[src/rtl/uart_pkg.sv]
// Shared definitions for the UART transmit path.
//   tx_state_t  : transmitter FSM states
//   DATA_BITS, STOP_BITS, FRAME_BITS : frame geometry
//   parity_bit(): parity over one data byte, even or odd
package uart_pkg;

  localparam int unsigned DATA_BITS  = 8;
  localparam int unsigned STOP_BITS  = 2;
  localparam int unsigned FRAME_BITS = 1 + DATA_BITS + 1 + STOP_BITS;

  typedef enum logic [2:0] {
    IDLE,
    START,
    DATA,
    PARITY,
    STOP1,
    STOP2
  } tx_state_t;

  // even=1: XOR of the data bits; even=0: its inverse.
  function automatic logic parity_bit(input logic [DATA_BITS-1:0] data,
                                      input logic                 even);
    return (^data) ^ ~even;
  endfunction

endpackage

[src/rtl/uart_tx_fifo.sv]
// Byte buffer in front of the UART transmitter.
//   i_Clock, i_Reset_n : clock, asynchronous active-low reset
//   push, push_data    : write strobe and data (ignored while full)
//   pop, pop_data      : read strobe (ignored while empty), head entry
//   full, empty, count : occupancy status, count is 0..DEPTH
module uart_tx_fifo #(
  parameter int unsigned DEPTH = 4,
  parameter int unsigned WIDTH = 8
) (
  input  logic             i_Clock,
  input  logic             i_Reset_n,
  input  logic             push,
  input  logic [WIDTH-1:0] push_data,
  input  logic             pop,
  output logic [WIDTH-1:0] pop_data,
  output logic             full,
  output logic             empty,
  output logic [4:0]       count
);

  localparam int unsigned AW = (DEPTH > 1) ? $clog2(DEPTH) : 1;

  logic [WIDTH-1:0] mem [DEPTH];
  logic [AW-1:0]    wr_ptr;
  logic [AW-1:0]    rd_ptr;
  logic [4:0]       count_q;
  logic             do_push;
  logic             do_pop;

  assign full     = (count_q == 5'(DEPTH));
  assign empty    = (count_q == '0);
  assign count    = count_q;
  assign do_push  = push && !full;
  assign do_pop   = pop && !empty;
  assign pop_data = mem[rd_ptr];

  // Pointers wrap naturally because DEPTH is a power of two.
  always_ff @(posedge i_Clock or negedge i_Reset_n) begin
    if (!i_Reset_n) begin
      wr_ptr  <= '0;
      rd_ptr  <= '0;
      count_q <= '0;
    end else begin
      if (do_push) wr_ptr <= wr_ptr + 1'b1;
      if (do_pop)  rd_ptr <= rd_ptr + 1'b1;
      case ({do_push, do_pop})
        2'b10:   count_q <= count_q + 5'd1;
        2'b01:   count_q <= count_q - 5'd1;
        default: count_q <= count_q;
      endcase
    end
  end

  always_ff @(posedge i_Clock) begin
    if (do_push) mem[wr_ptr] <= push_data;
  end

endmodule

[src/rtl/uart_tx.sv]
// Buffered UART transmitter: start, 8 data LSB first, parity, 2 stop bits.
//   i_Clock, i_Reset_n : clock, asynchronous active-low reset
//   i_TX_DV, i_TX_Byte : byte strobe and data, accepted while o_TX_Ready
//   o_TX_Ready         : FIFO not full
//   o_TX_Serial        : registered serial line, idles high
//   o_TX_Active        : frame on the line
//   o_TX_Done          : one-cycle pulse at frame end
//   o_FIFO_Count       : bytes waiting in the FIFO
module uart_tx
  import uart_pkg::*;
#(
  parameter int unsigned CLKS_PER_BIT = 500,
  parameter int unsigned FIFO_DEPTH   = 4,
  parameter bit          PARITY_EVEN  = 1'b1
) (
  input  logic       i_Clock,
  input  logic       i_Reset_n,
  input  logic       i_TX_DV,
  input  logic [7:0] i_TX_Byte,
  output logic       o_TX_Ready,
  output logic       o_TX_Serial,
  output logic       o_TX_Active,
  output logic       o_TX_Done,
  output logic [4:0] o_FIFO_Count
);

  localparam int unsigned   CW       = (CLKS_PER_BIT > 1) ? $clog2(CLKS_PER_BIT) : 1;
  localparam logic [CW-1:0] LAST_CLK = CW'(CLKS_PER_BIT - 1);

  tx_state_t            state_q, state_d;
  logic [CW-1:0]        clk_cnt_q, clk_cnt_d;
  logic [2:0]           bit_idx_q, bit_idx_d;
  logic [DATA_BITS-1:0] shift_q, shift_d;
  logic                 serial_q, active_q, done_q;
  logic                 done_d, line_bit, bit_end, pop;
  logic                 fifo_full, fifo_empty;
  logic [7:0]           fifo_data;

  uart_tx_fifo #(
    .DEPTH (FIFO_DEPTH),
    .WIDTH (8)
  ) u_fifo (
    .i_Clock   (i_Clock),
    .i_Reset_n (i_Reset_n),
    .push      (i_TX_DV),
    .push_data (i_TX_Byte),
    .pop       (pop),
    .pop_data  (fifo_data),
    .full      (fifo_full),
    .empty     (fifo_empty),
    .count     (o_FIFO_Count)
  );

  assign bit_end = (clk_cnt_q == LAST_CLK);

  always_comb begin
    state_d   = state_q;
    clk_cnt_d = clk_cnt_q;
    bit_idx_d = bit_idx_q;
    shift_d   = shift_q;
    pop       = 1'b0;
    done_d    = 1'b0;
    line_bit  = 1'b1;

    if (state_q != IDLE) clk_cnt_d = bit_end ? '0 : clk_cnt_q + 1'b1;

    case (state_q)
      IDLE: begin
        if (!fifo_empty) begin
          pop       = 1'b1;
          shift_d   = fifo_data;
          clk_cnt_d = '0;
          state_d   = START;
        end
      end
      START: begin
        line_bit = 1'b0;
        if (bit_end) begin
          bit_idx_d = '0;
          state_d   = DATA;
        end
      end
      DATA: begin
        line_bit = shift_q[bit_idx_q];
        if (bit_end) begin
          bit_idx_d = bit_idx_q + 1'b1;
          if (bit_idx_q == 3'd7) state_d = PARITY;
        end
      end
      PARITY: begin
        line_bit = parity_bit(shift_q, PARITY_EVEN);
        if (bit_end) state_d = STOP1;
      end
      STOP1: begin
        if (bit_end) state_d = STOP2;
      end
      STOP2: begin
        if (bit_end) begin
          done_d = 1'b1;
          // Chain straight into the next frame when data is waiting.
          if (!fifo_empty) begin
            pop     = 1'b1;
            shift_d = fifo_data;
            state_d = START;
          end else begin
            state_d = IDLE;
          end
        end
      end
      default: state_d = IDLE;
    endcase
  end

  // Line and status are registered from the current state, so they trail
  // the FSM by one cycle and stay mutually aligned.
  always_ff @(posedge i_Clock or negedge i_Reset_n) begin
    if (!i_Reset_n) begin
      state_q   <= IDLE;
      clk_cnt_q <= '0;
      bit_idx_q <= '0;
      shift_q   <= '0;
      serial_q  <= 1'b1;
      active_q  <= 1'b0;
      done_q    <= 1'b0;
    end else begin
      state_q   <= state_d;
      clk_cnt_q <= clk_cnt_d;
      bit_idx_q <= bit_idx_d;
      shift_q   <= shift_d;
      serial_q  <= line_bit;
      active_q  <= (state_q != IDLE);
      done_q    <= done_d;
    end
  end

  assign o_TX_Serial = serial_q;
  assign o_TX_Active = active_q;
  assign o_TX_Done   = done_q;
  assign o_TX_Ready  = !fifo_full;

endmodule

[config.mk]
export PLATFORM = sky130hd
export DESIGN_NAME = uart_tx
export DESIGN_NICKNAME = d
export VERILOG_FILES = /design/src/rtl/uart_pkg.sv /design/src/rtl/uart_tx_fifo.sv /design/src/rtl/uart_tx.sv
export SDC_FILE = /design/constraint.sdc
export NUM_CORES = 1
export LEC_CHECK = 0
export BUFFER_PORTS_ARGS = -buffer_cell sky130_fd_sc_hd__buf_4
export CORE_AREA = 2 2 78 80
export DETAILED_ROUTE_END_ITERATION = 10
export DIE_AREA = 0 0 80 82
export PLACE_DENSITY = 0.7
export SLEW_MARGIN = 20
export SYNTH_ARGS = -nofsm -noshare
export SYNTH_HDL_FRONTEND = slang
export SYNTH_SLANG_ARGS = --single-unit
[constraint.sdc]
create_clock -name i_Clock -period 6.94 [get_ports i_Clock]
set_input_delay 1.388 -clock i_Clock [delete_from_list [all_inputs] [get_ports i_Clock]]
set_output_delay 1.388 -clock i_Clock [all_outputs]
set_load 0.005 [all_outputs]
==> summary.txt <==
Die
  • Die Ht: 82 um
  • Core area: 5746 um2
  • I/O pin cnt: 20
  • Die area: 6560 um2
  • Std-Cell Rows: 28
  • Initial core utilization: 54.51%
  • Chip Width: 80 um

Yosys
  • Prevailing post-synth register cell: dfrtp_1
  • EDFF count, synth: 32
  • Post-synthesis area per instance: 13.33 um2
  • Register bit total from synthesis: 67
  • Synth warnings: 0
  • Yosys cell types: 46
  • Post-Syn Area: 3132 um2
  • Synth Instances: 235
  • Syn_nets: 258
  • Register area share after synthesis: 58.69%
  • Ys async rst share: 52.24%

Layout
  • Commonest non-fill, non-tap cell in the layout: dfrtp_1
  • Fin nets: 280
  • Final core occ: 61.52%
  • Share of cells above drive strength 1: 22.90%
  • Multi-input logic area: 1219 um2
  • Area Growth Syn to Fin: 12.86%
  • Register area: 1838 um2
  • # fillers: 466
  • Commonest cells after routing, fill and taps aside: 34 x dfrtp_1, 32 x edfxtp_1, 20 x nand2_1
  • # diodes: 0
  • Final Cell Area: 3535 um2

Clocking
  • CTS Sinks: 67
  • Root buffer cell: clkbuf_8
  • Cts hold-fix bufs: 0
  • Worst skew pair latency: 0.33 ns
  • Setup bufs post-CTS: 0
  • Total number of H-tree levels: 3
  • Worst-path clk slew: 0.08 ns
  • CTS max path bufs: 2
  • TritonCTS clock tree: yes
  • Number of gates resized after CTS: 0
  • CTS Buf Count: 9

Global routing
  • Largest net degree at the start of global routing: 36
  • Vias in the first global route: 1773
  • First-pass GRT wire length: 8.459 mm
  • Congestion Overflow GR: 0
  • Initial antenna violation count: 0
  • Global Route Usage Sum: 17.33%

Timing
  • Final setup viols: 0
  • Ratio of final minimum period to clock period: 50.68%
  • Max-slew violation count: 0
  • Hold slack: 0.4940 ns
  • Worst Tran Pin Value: 0.6081 ns
  • Rel. slew slack: 59.08%
  • FMAX: 284.3 MHz
  • Final Worst Setup Slack: 3.423 ns
  • Worst Clk Skew: 0.007025 ns
  • TNS Setup: 0 ns
  • RSZ-0062 raised after global routing: false
  • Tmin final: 3.517 ns
  • Final hold vios: 0

Routing
  • DRC Markers: 0
  • Detail Route Antenna Nets: 0
  • DR vias: 1822
  • Initial drt markers: 70
  • TritonRoute pass-1 iters: 4
  • DR WL/cell: 15.03 um
  • Detailed Route WL: 5.065 mm
  • Number of vias per cell: 5.407

Job
  • Max Cap Viol: 0

Pwr
  • Peak supply drop: 0.2196 mV
  • LEAKAGE: 1.426 nW
  • PwrDens: 443.7 nW/um2

Worst hold path
  • Hold WC Path Type: reg2reg

Worst setup path
  • Cell chain of the critical path: nor4_1 > nor2b_1 > nor2_1 > nand2_4 > inv_1 > ha_1 > ha_1 > nor2b_1 > o21ai_0 > a21oi_1 > or3b_2 > xnor2_1
  • Critical path endpoint category: flop
  • CP Class: reg2reg
  • CP Data Arrival Time: 3.73 ns
  • Slowest CP cell: nor4_1
  • Max FO, Critical Path: 10
  • Worst endpoint required time: 7.15 ns
  • Delay-heaviest family, CP: simple AND/OR/NAND/NOR gates
  • Worst Setup Start Kind: flop
  • Slowest stage delay, CP: 0.58 ns
  • Buf+Inv Stages, Crit Path: 1

Placement
  • Post-DP Area: 3334 um2
  • Pre-CTS setup slack: 3.429 ns
  • Half-perimeter wire length after placement: 3.394 mm
  • Final GP Congestion: 0.7597
  • Port Buffers: 19

Run status
  • Status: finished, final reports clean
-- sequential cells by signal, summed over array words and instances, names as in the netlist --
signal and count:
bit_idx_q 3, clk_cnt_q 9, u_fifo.rd_ptr 2, u_fifo.wr_ptr 2
o_TX_Done 1, o_TX_Serial 1, o_TX_Active 1, u_fifo.count 5
state_q 3, u_fifo.mem 32, shift_q 8
-- cell usage after synthesis, types with 2 or more instances --
cell	count	area, um2
dfrtp_1	34	850.8
inv_1	10	37.54
o21ai_0	15	75.07
o21ai_1	2	10.01
nor2_1	12	45.04
nor2b_1	5	31.28
mux4_2	9	202.7
nor4_1	2	12.51
ha_1	11	137.6
o31ai_1	3	22.52
nor3_1	3	15.01
nand2b_1	3	18.77
clkbuf_1	6	22.52
nand3_1	6	30.03
xor2_1	3	26.28
mux2_4	8	120.1
nand2_1	20	75.07
xnor2_1	14	122.6
and3_1	5	31.28
edfxtp_1	32	960.9
a21oi_1	4	20.02
a22o_1	3	26.28
a21o_1	2	15.01
-- metal layers --
metal | up-vias | global-route usage, % | routed length (um)
met3 | 4 | 4.396 | 212
met4 | 0 | 6.102 | 50
met2 | 29 | 28.00 | 2436
met5 | - | 0 | 0
li1 | 898 | - | -
met1 | 891 | 22.99 | 2366
-- area by class of cell --
class,count,share of cell area (%)
Clock buffer,9,3.504
Clock inverter,7,2.159
Inverter,11,1.168
Multi-Input combinational cell,149,34.48
Sequential cell,67,52.00
Tap cell,75,2.655
Timing Repair Buffer,19,4.035
-- stage by stage --
step           total power, mW  std cells
2_1_floorplan            1.123        235
3_3_place_gp             1.248        321
3_5_place_dp             1.263        321
4_1_cts                  1.586        337
5_1_grt                  1.679        337
6_report                 1.568        337
-- path summary, 6_finish.rpt --
kind / from / to / slack (ns) / depth (start not counted)
max in group asynchronous: i_Reset_n / o_TX_Serial / 5.59 / 1
max: u_fifo.count[0] / u_fifo.count[4] / 3.42 / 12
min: clk_cnt_q[8] / clk_cnt_q[8] / 0.49 / 1
max reg2reg: u_fifo.count[0] / u_fifo.count[4] / 3.42 / 12
min in group asynchronous: i_Reset_n / clk_cnt_q[3] / 1.00 / 1
min reg2reg: clk_cnt_q[8] / clk_cnt_q[8] / 0.49 / 1
-- where the power goes --
part / internal, mW / total, mW / switching [mW]
sequential: 0.540 / 0.667 / 0.126
combinational: 0.322 / 0.584 / 0.262
clock: 0.167 / 0.318 / 0.151
-- cell families (layout without fill, tap and decap cells) --
logic type / after synthesis / in the layout / share of synthesized area, %
flops: 67 / 67 / 58.69
buf+inv: 19 / 46 / 2.397
xor+xnor: 17 / 17 / 4.755
fa+ha+maj: 12 / 12 / 5.034
mux: 18 / 18 / 10.63
simple gates: 64 / 64 / 10.55
compound gates: 38 / 38 / 7.951
-- worst register-to-register path, stage by stage, from the launching register on --
cell     delay (ns)
dfrtp_1        0.45
nor4_1         0.58
nor2b_1        0.25
nor2_1         0.10
nand2_4        0.22
inv_1          0.07
ha_1           0.25
ha_1           0.33
nor2b_1        0.14
o21ai_0        0.27
a21oi_1        0.13
or3b_2         0.46
xnor2_1        0.14
Power figures use the tool's default switching activity.
